--- src/rtl/stream_padder.sv ---
// Byte-granular message padder: packs BWIDTH-bit words into IWIDTH-bit rate blocks,
// appends the pad marker after the last byte and zero-fills the remainder.
module stream_padder #(
    parameter int         IWIDTH   = 64,
    parameter int         BWIDTH   = 32,
    parameter int         PAD_MODE = 0,
    parameter logic [7:0] PAD_BYTE = 8'h80
) (
    input  logic                             clk,
    input  logic                             rst_n,
    input  logic                             in_valid,
    output logic                             in_ready,
    input  logic [BWIDTH-1:0]                in_data,
    input  logic                             in_last,
    input  logic [$clog2(BWIDTH/8+1)-1:0]    in_bytes,
    output logic                             out_valid,
    input  logic                             out_ready,
    output logic [IWIDTH-1:0]                out_data,
    output logic                             out_last,
    output logic                             out_padded
);

    localparam int NB  = BWIDTH / 8;
    localparam int NW  = IWIDTH / BWIDTH;
    localparam int BCW = $clog2(NB + 1);
    localparam int WCW = (NW > 1) ? $clog2(NW) : 1;
    localparam logic [WCW-1:0] WLAST = WCW'(NW - 1);
    localparam logic [BCW-1:0] NBV   = BCW'(NB);

    typedef enum logic [1:0] {INIT, FILL, EMIT, PADBLK} state_t;

    state_t            state, state_nxt;
    logic [WCW-1:0]    wcnt, wcnt_nxt;
    logic              pend, pend_nxt;
    logic [IWIDTH-1:0] blk, blk_nxt;
    logic              in_ready_nxt, out_valid_nxt, out_last_nxt, out_padded_nxt;
    logic [BCW-1:0]    nb;
    logic              full;

    // Keeps bytes below n of a final word, drops the marker at byte n, zeroes the rest.
    function automatic logic [BWIDTH-1:0] pad_word(input logic [BWIDTH-1:0] d,
                                                   input logic lst,
                                                   input logic [BCW-1:0] n);
        logic [BWIDTH-1:0] w;
        w = '0;
        for (int j = 0; j < NB; j++) begin
            if (!lst || j < int'(n))
                w[8*j +: 8] = d[8*j +: 8];
            else if (j == int'(n))
                w[8*j +: 8] = PAD_BYTE;
        end
        return w;
    endfunction

    function automatic logic [IWIDTH-1:0] mark_last(input logic [IWIDTH-1:0] b);
        logic [IWIDTH-1:0] r;
        r = b;
        if (PAD_MODE == 1)
            r[IWIDTH-1] = 1'b1;
        return r;
    endfunction

    always_comb begin
        nb             = (in_bytes > NBV) ? NBV : in_bytes;
        full           = (nb == NBV);
        state_nxt      = state;
        wcnt_nxt       = wcnt;
        pend_nxt       = pend;
        blk_nxt        = blk;
        in_ready_nxt   = 1'b0;
        out_valid_nxt  = 1'b0;
        out_last_nxt   = out_last;
        out_padded_nxt = out_padded;

        case (state)
            INIT: begin
                state_nxt    = FILL;
                in_ready_nxt = 1'b1;
            end
            FILL: begin
                in_ready_nxt = 1'b1;
                if (in_valid && in_ready) begin
                    for (int k = 0; k < NW; k++) begin
                        if (k == int'(wcnt))
                            blk_nxt[k*BWIDTH +: BWIDTH] = pad_word(in_data, in_last, nb);
                        else if (in_last && k > int'(wcnt))
                            blk_nxt[k*BWIDTH +: BWIDTH] = (full && k == int'(wcnt) + 1)
                                                          ? BWIDTH'(PAD_BYTE) : '0;
                    end
                    if (!in_last && wcnt != WLAST) begin
                        wcnt_nxt = wcnt + WCW'(1);
                    end else begin
                        state_nxt      = EMIT;
                        in_ready_nxt   = 1'b0;
                        out_valid_nxt  = 1'b1;
                        out_last_nxt   = 1'b0;
                        out_padded_nxt = 1'b0;
                        // A block-aligned final word leaves no room; the marker goes in a follow-up block.
                        if (in_last && full && wcnt == WLAST) begin
                            pend_nxt = 1'b1;
                        end else if (in_last) begin
                            blk_nxt        = mark_last(blk_nxt);
                            out_last_nxt   = 1'b1;
                            out_padded_nxt = 1'b1;
                        end
                    end
                end
            end
            EMIT: begin
                out_valid_nxt = 1'b1;
                if (out_ready) begin
                    wcnt_nxt = '0;
                    if (pend) begin
                        state_nxt      = PADBLK;
                        blk_nxt        = mark_last(IWIDTH'(PAD_BYTE));
                        out_last_nxt   = 1'b1;
                        out_padded_nxt = 1'b1;
                    end else begin
                        state_nxt      = FILL;
                        blk_nxt        = '0;
                        out_valid_nxt  = 1'b0;
                        in_ready_nxt   = 1'b1;
                        out_last_nxt   = 1'b0;
                        out_padded_nxt = 1'b0;
                    end
                end
            end
            PADBLK: begin
                out_valid_nxt = 1'b1;
                if (out_ready) begin
                    state_nxt      = FILL;
                    pend_nxt       = 1'b0;
                    blk_nxt        = '0;
                    out_valid_nxt  = 1'b0;
                    in_ready_nxt   = 1'b1;
                    out_last_nxt   = 1'b0;
                    out_padded_nxt = 1'b0;
                end
            end
            default: state_nxt = INIT;
        endcase
    end

    always_ff @(posedge clk or negedge rst_n) begin
        if (!rst_n) begin
            state      <= INIT;
            wcnt       <= '0;
            pend       <= 1'b0;
            blk        <= '0;
            in_ready   <= 1'b0;
            out_valid  <= 1'b0;
            out_last   <= 1'b0;
            out_padded <= 1'b0;
        end else begin
            state      <= state_nxt;
            wcnt       <= wcnt_nxt;
            pend       <= pend_nxt;
            blk        <= blk_nxt;
            in_ready   <= in_ready_nxt;
            out_valid  <= out_valid_nxt;
            out_last   <= out_last_nxt;
            out_padded <= out_padded_nxt;
        end
    end

    assign out_data = blk;

endmodule
--- config.mk ---
export PLATFORM = sky130hd
export DESIGN_NAME = stream_padder
export DESIGN_NICKNAME = d
export VERILOG_FILES = /design/src/rtl/stream_padder.sv
export SDC_FILE = /design/constraint.sdc
export NUM_CORES = 1
export LEC_CHECK = 0
export ABC_AREA = 1
export BUFFER_PORTS_ARGS = -buffer_cell sky130_fd_sc_hd__buf_2
export CORE_MARGIN = 2
export CORE_UTILIZATION = 40
export CTS_BUF_LIST = sky130_fd_sc_hd__clkbuf_2
export CTS_CLUSTER_SIZE = 8
export DETAILED_ROUTE_END_ITERATION = 8
export PLACE_DENSITY = 0.65
export SYNTH_ARGS = -nofsm -noshare
export SYNTH_HDL_FRONTEND = slang
export SYNTH_SLANG_ARGS = --single-unit
--- constraint.sdc ---
create_clock -name clk -period 1.7 [get_ports clk]
set_input_delay 0.17 -clock clk [delete_from_list [all_inputs] [get_ports clk]]
set_output_delay 0.17 -clock clk [all_outputs]
set_load 0.03 [all_outputs]
==> flow_summary.yaml, run 1 <==
run_status:
  status: "finished, final reports clean"
detailed_routing:
  drc: 0
  drt-vias-per-instance: 4.896
  ant_nets: 0
  drt_pass1_iterations: 6
  drt_wl_total_um: 10320
  dr_total_vias: 3442
  dr.first_iter.drc_count: 251
  wl_per_cell_um: 14.67
die:
  floorplan.rows: 33
  start_util: 0.4111
  io_pins: 108
  core_mm2: 0.008217
  die_width_um: 95.90
  dieArea_mm2: 0.009197
  die_y_um: 95.90
global_routing:
  grt_max_degree: 72
  overflow: 0
  grt_usage: 0.2215
  antenna_found_initial: 0
  grt_pass1_wl_um: 15440
  grt_pass1_vias: 3184
placed_design:
  hpwl_um: 6562
  port_buffers: 107
  globalplace.congestion: 0.9151
  pre_cts_slack_ns: -0.1803
  place_area_mm2: 0.004096
  dp_cells: 642
layout:
  drive_gt1_frac: 0.3127
  mostFrequentLayoutCells: "nand2_1, buf_2, dfrtp_1, nand3_1, dlygate4sd3_1"
  final_cell_area_mm2: 0.004832
  nFillCells: 745
  mostFrequentLayoutCell: "nand2_1"
  syn_to_final_growth_pct: 43.04
  fin_nets: 638
  finalNonFillerCells: 703
  n_antenna_cell: 0
min_path:
  worstHoldPathType: "primary input to register"
critical_path:
  worst-endpoint-arrival_ns: 2.10
  crit_chain: "buf_6, ha_4, nand2_2, buf_6, nand3_4, nor2_8, buf_12, clkbuf_16, nand3_2, nand2_1"
  critical_path_buf_inv_count: 4
  crit_type: "register to register"
  cpMaxStageDelayCell: "dfrtp_1"
  cp-end-kind: "register"
  crit_top_cell: "buf_6"
  start_kind: "register"
  cp_top_family: "buffers and inverters"
  worstPathRequired_ns: 2.14
  path_max_fanout: 6
  worst_path_largest_cell_delay_ns: 0.46
synth:
  ys_types: 23
  ys_seq_area_frac: 0.5259
  synth-seq-cells: 71
  syn_nets: 476
  synthCells: 431
  yosysWarnings: 0
  syn-cell-area_mm2: 0.003378
  syn-mean-instance-area_um2: 7.838
job:
  drv_cap: 0
sta:
  relSlewSlack: 0.7417
  tightest_slew_ns: 0.3875
  setup_viol: 0
  fmax_mhz: 602.5
  finClkSkew_ns: 0.02240
  tns_ns: 0
  finalHoldViolCount: 0
  period_needed_ns: 1.660
  finalMaxSlewViolations: 0
  period_share: 0.9763
  setup_ws_ns: 0.04024
power_and_ir_drop:
  irDropWorstVdd_uv: 997.0
  p_leak_nw: 2.794
  power-per-cell-area_mw_per_mm2: 2166
clock_tree:
  cts_inserted_buffers: 9
  cts.sinks: 71
  root_buffer: "clkbuf_2"
  htreeDepth: 3
  clock_latency_ns: 0.49
  path_clk_slew_ns: 0.19
  cts_tree: "done"
  cts_buffer_depth: 2
[repair_timing]
item,in CTS,in global routing
pin swaps,2,8
hold endpoints to repair,132,0
endpoints found under the setup margin,66,66
hold buffers,32,0
gates cloned,1,4
buffers inserted,3,5
gates resized for setup,9,32
[final timing paths]
kind | from | end | slack, ns | depth (start not counted)
max in group asynchronous | rst_n | state[0] | 1.16 | 3
worst max register to register | state[1] | out_data[52] | 0.04 | 10
worst max-delay path | state[1] | out_data[52] | 0.04 | 10
min in group asynchronous | rst_n | out_data[5] | 0.21 | 3
worst min-delay path | in_data[31] | out_data[31] | 0.04 | 5
worst min register to register | out_data[57] | out_data[57] | 0.50 | 2
[cell families (layout without fill, tap and decap cells)]
group,after synthesis,count (layout),share of synthesized area
AOI/OAI and AO/OA,42,42,0.06333
adders and majority gates,5,5,0.01852
and+or+nand+nor,261,262,0.3237
DFF,71,71,0.5259
buffers and inverters,52,218,0.06851
[sequential cells by signal (all words and copies together), names as in the netlist]
name and flops:
in_ready 1, out_data 64, out_padded 1, out_valid 1
pend 1, state 2, wcnt 1
[per-stage QoR]
step                power, mW  hold WS [ns]    util
floorplan               6.607       -0.1256       -
global placement        8.179        0.2283  0.4986
detailed placement      8.291        0.2296  0.4986
CTS                     9.530       0.01138  0.5579
global route            11.17       0.04606  0.5881
finish                  10.47       0.04368  0.5881
[synthesized netlist by cell type]
| cell | n | area share |
|---|---|---|
| clkinv_1 | 1 | 0.0011 |
| o21a_1 | 1 | 0.0022 |
| ha_1 | 5 | 0.019 |
| nand3_2 | 1 | 0.0030 |
| a21oi_1 | 3 | 0.0044 |
| clkbuf_2 | 1 | 0.0015 |
| nor2_8 | 1 | 0.0059 |
| buf_4 | 7 | 0.016 |
| nand2_2 | 1 | 0.0019 |
| inv_1 | 25 | 0.028 |
| clkbuf_1 | 7 | 0.0078 |
| nand3_1 | 45 | 0.067 |
| nand2_1 | 174 | 0.19 |
| a31oi_1 | 1 | 0.0019 |
| o21ai_0 | 33 | 0.049 |
| buf_2 | 7 | 0.010 |
| nor2_4 | 2 | 0.0067 |
| nand2_4 | 2 | 0.0067 |
| o21ai_1 | 4 | 0.0059 |
| nor2_2 | 1 | 0.0019 |
| nor2_1 | 34 | 0.038 |
| dfrtp_1 | 71 | 0.53 |
| inv_2 | 4 | 0.0044 |
[worst register-to-register path: stages, from the launching register on]
cell and delay [ns]:
dfrtp_1 0.46, buf_6 0.14, ha_4 0.16, nand2_2 0.08
buf_6 0.10, nand3_4 0.09, nor2_8 0.14, buf_12 0.16
clkbuf_16 0.16, nand3_2 0.06, nand2_1 0.08
[per-layer routing]
metal,vias up,track usage,wire length (µm),share of wire
met5,-,0,0,0
met1,1570,0.2896,4566,0.44
met4,0,0.1000,267,0.026
met3,27,0.04542,750,0.073
li1,1686,-,-,-
met2,159,0.3555,4730,0.46
[report_power, final]
group | internal [mW] | switching, mW | leakage (nW)
clock | 0.337 | 0.597 | 0.0616
sequential | 2.38 | 0.418 | 0.927
combinational | 2.36 | 4.38 | 1.81
[area by class of cell]
class,instances,area (µm²),share of cell area
sequential,71,1778,0.3679
multi-input combinational,309,1451,0.3004
timing repair buffer,172,1232,0.2550
tap,105,131.4,0.02719
inverter,30,127.6,0.02641
clock inverter,6,61.31,0.01269
clock buffer,10,50.05,0.01036
(Power assumes the default switching activity.)
==> run 2, diff against run 1 <==
Settings changed: ABC_CLOCK_PERIOD_IN_PS set to 1700, CORE_ASPECT_RATIO set to 0.8, TNS_END_PERCENT set to 10.
==> run 2 against run 1 <==
The run now ends with negative setup slack left; worst hold slack improved by 0.015 ns; sequential share of layout area shrank 0.83 points; count of clock-buffer cells in the layout is 1 lower; critical endpoint is now out_data[32]; clock power rose by 32%; via count rose by 1.3%; clock skew decreased by 0.0019 ns.
==> flow_summary.yaml, run 2 (synthesis results as in run 1) <==
detailed_routing:
  drt_wl_total_um: 10650
  wl_per_cell_um: 14.95
  drt-vias-per-instance: 4.896
  drc: 0
  drt_pass1_iterations: 4
  dr_total_vias: 3486
  dr.first_iter.drc_count: 159
  ant_nets: 0
placed_design:
  place_area_mm2: 0.004110
  hpwl_um: 6612
  globalplace.congestion: 0.9002
  port_buffers: 107
  pre_cts_slack_ns: -0.2695
sta:
  fmax_mhz: 575.7
  finalHoldViolCount: 0
  grt_setup_unrepaired: "true"
  period_needed_ns: 1.737
  relSlewSlack: 0.7353
  period_share: 1.022
  finalMaxSlewViolations: 0
  setup_ws_ns: -0.03716
  tightest_slew_ns: 0.3971
  tns_ns: -0.1255
  setup_viol: 9
  finClkSkew_ns: 0.02049
power_and_ir_drop:
  p_leak_nw: 2.855
  power-per-cell-area_mw_per_mm2: 2214
  irDropWorstVdd_uv: 1063
die:
  start_util: 0.4194
  dieArea_mm2: 0.009201
  die_y_um: 86.20
  core_mm2: 0.008055
  io_pins: 108
  die_width_um: 106.7
  floorplan.rows: 29
global_routing:
  grt_usage: 0.2271
  overflow: 0
  antenna_found_initial: 0
  grt_pass1_vias: 3246
  grt_pass1_wl_um: 16260
  grt_max_degree: 39
run_status:
  status: "finished, violations left"
  violations: "negative setup slack"
clock_tree:
  clock_latency_ns: 0.50
  cts_inserted_buffers: 9
  cts.sinks: 71
  cts_buffer_depth: 2
  htreeDepth: 3
  path_clk_slew_ns: 0.20
  root_buffer: "clkbuf_2"
  cts_tree: "done"
critical_path:
  worstPathRequired_ns: 2.15
  path_max_fanout: 5
  start_kind: "register"
  crit_type: "register to register"
  crit_chain: "inv_2, ha_4, buf_6, nand2_4, nand3_4, nor2_8, buf_12, clkbuf_16, nand3_2, nand2_1"
  worst-endpoint-arrival_ns: 2.18
  worst_path_largest_cell_delay_ns: 0.46
  cp-end-kind: "register"
  cpMaxStageDelayCell: "dfrtp_2"
job:
  drv_cap: 0
layout:
  nFillCells: 742
  final_cell_area_mm2: 0.004947
  multiInputGateArea_mm2: 0.001456
  largest_register_ffs: 64
  fin_nets: 645
  n_antenna_cell: 0
  drive_gt1_frac: 0.3179
  syn_to_final_growth_pct: 46.44
  ff_latch_area_mm2: 0.001779
  mostFrequentLayoutCells: "nand2_1, buf_2, dfrtp_1, nand3_1, dlygate4sd3_1"
  mostFrequentLayoutCell: "nand2_1"
min_path:
  worstHoldPathType: "primary input to async pin"
-- run 2: changes by cell type in the layout (fill, tap and decap cells not counted), moves of 2 or more --
cell,before,now
bufinv_16,1,3
nand2_1,170,168
clkinvlp_4,3,1
nor2_1,28,30
buf_4,20,25
nor2_2,7,5
-- run 2: path summary, 6_finish.rpt --
check	endpoint	depth (start not counted)	slack, ns	start
hold / removal	state[1]	2	0.06	rst_n
min in group clk	out_data[15]	5	0.06	in_data[15]
max in group asynchronous	out_data[29]	3	1.10	rst_n
setup / recovery	out_data[32]	10	-0.04	state[1]
setup reg to reg	out_data[32]	10	-0.04	state[1]
hold reg to reg	out_data[62]	2	0.50	out_data[62]
-- run 2: metrics by stage --
stage	hold slack, ns	cells	power [mW]	util
2_1_floorplan	-0.1256	431	6.607	-
3_3_place_gp	0.06089	646	8.236	0.5103
3_5_place_dp	0.05780	646	8.315	0.5103
4_1_cts	0.02135	697	10.02	0.5812
5_1_grt	0.01853	712	11.69	0.6142
6_report	0.05834	712	10.95	0.6142
-- run 2: worst max-delay path: cells and delay by family (launching register included) --
family / cells / cell delay, ns
and+or+nand+nor: 5 / 0.54
buffers and inverters: 4 / 0.48
DFF: 1 / 0.46
adders and majority gates: 1 / 0.18
-- run 2: repair_timing --
action                     CTS  global route
gates resized for setup     13            30
pin swaps                    2            10
gates cloned                 1             3
setup endpoints to repair   67            67
hold buffers                33             0
hold endpoints to repair   132             0
buffers inserted             2            12
-- run 2: final cells by class --
type / count / share of cell area
clock inverter: 6 / 0.02226
inverter: 30 / 0.02529
timing repair buffer: 179 / 0.2620
clock buffer: 9 / 0.009105
multi-input combinational: 309 / 0.2944
tap: 108 / 0.02731
sequential: 71 / 0.3596
-- run 2: power by group --
group          total [mW]  switching, mW  internal [mW]  leakage (nW)
registers            2.77          0.392           2.38         0.925
logic                6.96           4.47           2.49          1.84
clock network        1.23          0.603          0.624        0.0856
-- run 2: metal layers --
metal  wire, µm  track usage  up-vias
li1           -            -     1699
met1       4681       0.3113     1632
met2       4972       0.3607      137
met3        795      0.06541       18
met4        197      0.05313        0
met5          0            0        -
==> run 3, diff against run 2 <==
Settings changed: CORE_MARGIN 2 to 5, CORE_UTILIZATION 40 to 53, PLACE_DENSITY 0.65 to 0.83.
==> run 3 against run 2 <==
Non-clock buffer count shrank 14; wire length shrank 1.5%; utilization up 15 points; setup slack hardly changed; clock skew increased by 0.0071 ns; critical endpoint is now out_data[19]; the run still ends with negative setup slack left.
==> flow_summary.yaml, run 3 (synthesis results as in run 1) <==
detailed_routing:
  ant_nets: 0
  drt_pass1_iterations: 6
  drt_wl_total_um: 10490
  drc: 0
  dr.first_iter.drc_count: 289
  drt-vias-per-instance: 5.323
  dr_total_vias: 3588
  wl_per_cell_um: 15.57
sta:
  setup_viol: 10
  finalHoldViolCount: 0
  relSlewSlack: 0.6375
  period_needed_ns: 1.738
  finClkSkew_ns: 0.02761
  finalMaxSlewViolations: 0
  tns_ns: -0.1004
  grt_setup_unrepaired: "true"
  setup_ws_ns: -0.03765
  tightest_slew_ns: 0.5437
  fmax_mhz: 575.5
  period_share: 1.022
global_routing:
  antenna_found_initial: 0
  grt_usage: 0.2568
  overflow: 0
  grt_max_degree: 43
  grt_pass1_vias: 3308
  grt_pass1_wl_um: 16370
job:
  drv_cap: 0
layout:
  mostFrequentLayoutCells: "nand2_1, buf_2, dfrtp_1, nand3_1, dlygate4sd3_1"
  n_antenna_cell: 0
  largest_register_ffs: 64
  fin_nets: 630
  syn_to_final_growth_pct: 41.44
  nFillCells: 436
  drive_gt1_frac: 0.3136
  mostFrequentLayoutCell: "nand2_1"
die:
  core_mm2: 0.006279
  start_util: 0.5381
  die_width_um: 99.26
  floorplan.rows: 26
  die_y_um: 81.41
  io_pins: 108
  dieArea_mm2: 0.008081
placed_design:
  pre_cts_slack_ns: -0.07996
  hpwl_um: 6796
  port_buffers: 107
  globalplace.congestion: 0.8770
run_status:
  status: "finished, violations left"
  violations: "negative setup slack"
critical_path:
  worst-endpoint-arrival_ns: 2.22
  reg2reg_from: "state[0]"
  start_kind: "register"
  worstPathRequired_ns: 2.19
  cp-end-kind: "register"
  path_max_fanout: 12
  cp-startpoint: "state[0]"
  reg2reg_slack_ns: -0.04
  crit_type: "register to register"
power_and_ir_drop:
  p_seq_frac: 0.262
  comb_power_share: 0.607
  p_sw_mw: 5.413
  p_clk_frac: 0.131
  power-per-cell-area_mw_per_mm2: 2241
  internal_power_mw: 5.294
  irDropWorstVdd_uv: 1096
  p_sw_frac: 0.5055
  fin_total_pwr_mw: 10.71
  p_leak_nw: 2.786
min_path:
  worstHoldStart: "in_data[31]"
  worstHoldPathType: "primary input to register"
clock_tree:
  root_buffer: "clkbuf_2"
  path_clk_slew_ns: 0.22
  clock_latency_ns: 0.54
  cts_tree: "done"
  cts_buffer_depth: 2
  cts_inserted_buffers: 9
  cts.sinks: 71
  htreeDepth: 3
## run 3: cell count changes in the layout (fill, tap and decap cells not counted), sizes merged
cell	delta
nor2	-1
inv	+1
bufinv	+1
clkinv	-1
dlygate4sd3	-1
buf	-13
## run 3: power groups by stage
stage | sequential [mW] | combinational [mW] | clock [mW]
global placement | 2.78 | 5.54 | 0
CTS | 2.76 | 5.81 | 1.41
detailed placement | 2.79 | 5.67 | 0
global route | 2.87 | 6.98 | 1.49
finish | 2.80 | 6.50 | 1.40
floorplan | 3.94 | 2.66 | 0
## run 3: metrics by stage
step | cell area [µm²] | hold slack [ns] | instances | utilization
CTS | 4603 | 0.01532 | 667 | 0.7332
floorplan | 3378 | -0.1256 | 431 | -
finish | 4778 | 0.04260 | 674 | 0.7611
detailed placement | 4083 | 0.1922 | 619 | 0.6503
global placement | 4083 | 0.1866 | 619 | 0.6503
global route | 4778 | 0.002190 | 674 | 0.7611
## run 3: layout make-up
cell class,instances,area [µm²],share of cell area
Clock buffer,9,45.04,0.009427
Clock inverter,7,135.1,0.02828
Inverter,30,118.9,0.02488
Multi-Input combinational cell,308,1458,0.3051
Sequential cell,71,1779,0.3723
Tap cell,84,105.1,0.02200
Timing Repair Buffer,165,1137,0.2380
## run 3: repair_timing
item                       4_1_cts  5_1_grt
hold buffers                    32        0
pin swaps                        0        5
resized for setup               10       43
buffers inserted                 0        6
cloned                           0        2
hold endpoints to repair       103        0
setup endpoints to repair       66       64
## run 3: worst paths after layout
kind	end	depth (start not counted)
setup / recovery	out_data[19]	10
hold / removal	out_data[31]	5
setup reg to reg	out_data[19]	10
hold reg to reg	out_data[54]	2
max in group asynchronous	out_data[10]	3
min in group asynchronous	state[0]	2
## run 3: worst max-delay path: stages (launching register included)
cell and delay (ns):
dfrtp_2 0.47, buf_6 0.12, ha_4 0.18, inv_4 0.04, nand2_2 0.07, nand2_4 0.07, buf_6 0.13, nor2_4 0.22
clkbuf_16 0.22, nand2_1 0.06, nand2_1 0.09
## run 3: layer usage
layer	GRT usage	share of wire	wire length, µm	up-vias
li1	-	-	-	1665
met1	0.3265	0.40	4165	1679
met2	0.4283	0.48	5040	215
met3	0.08319	0.099	1039	29
met4	0.06958	0.023	245	0
met5	0	0	0	-
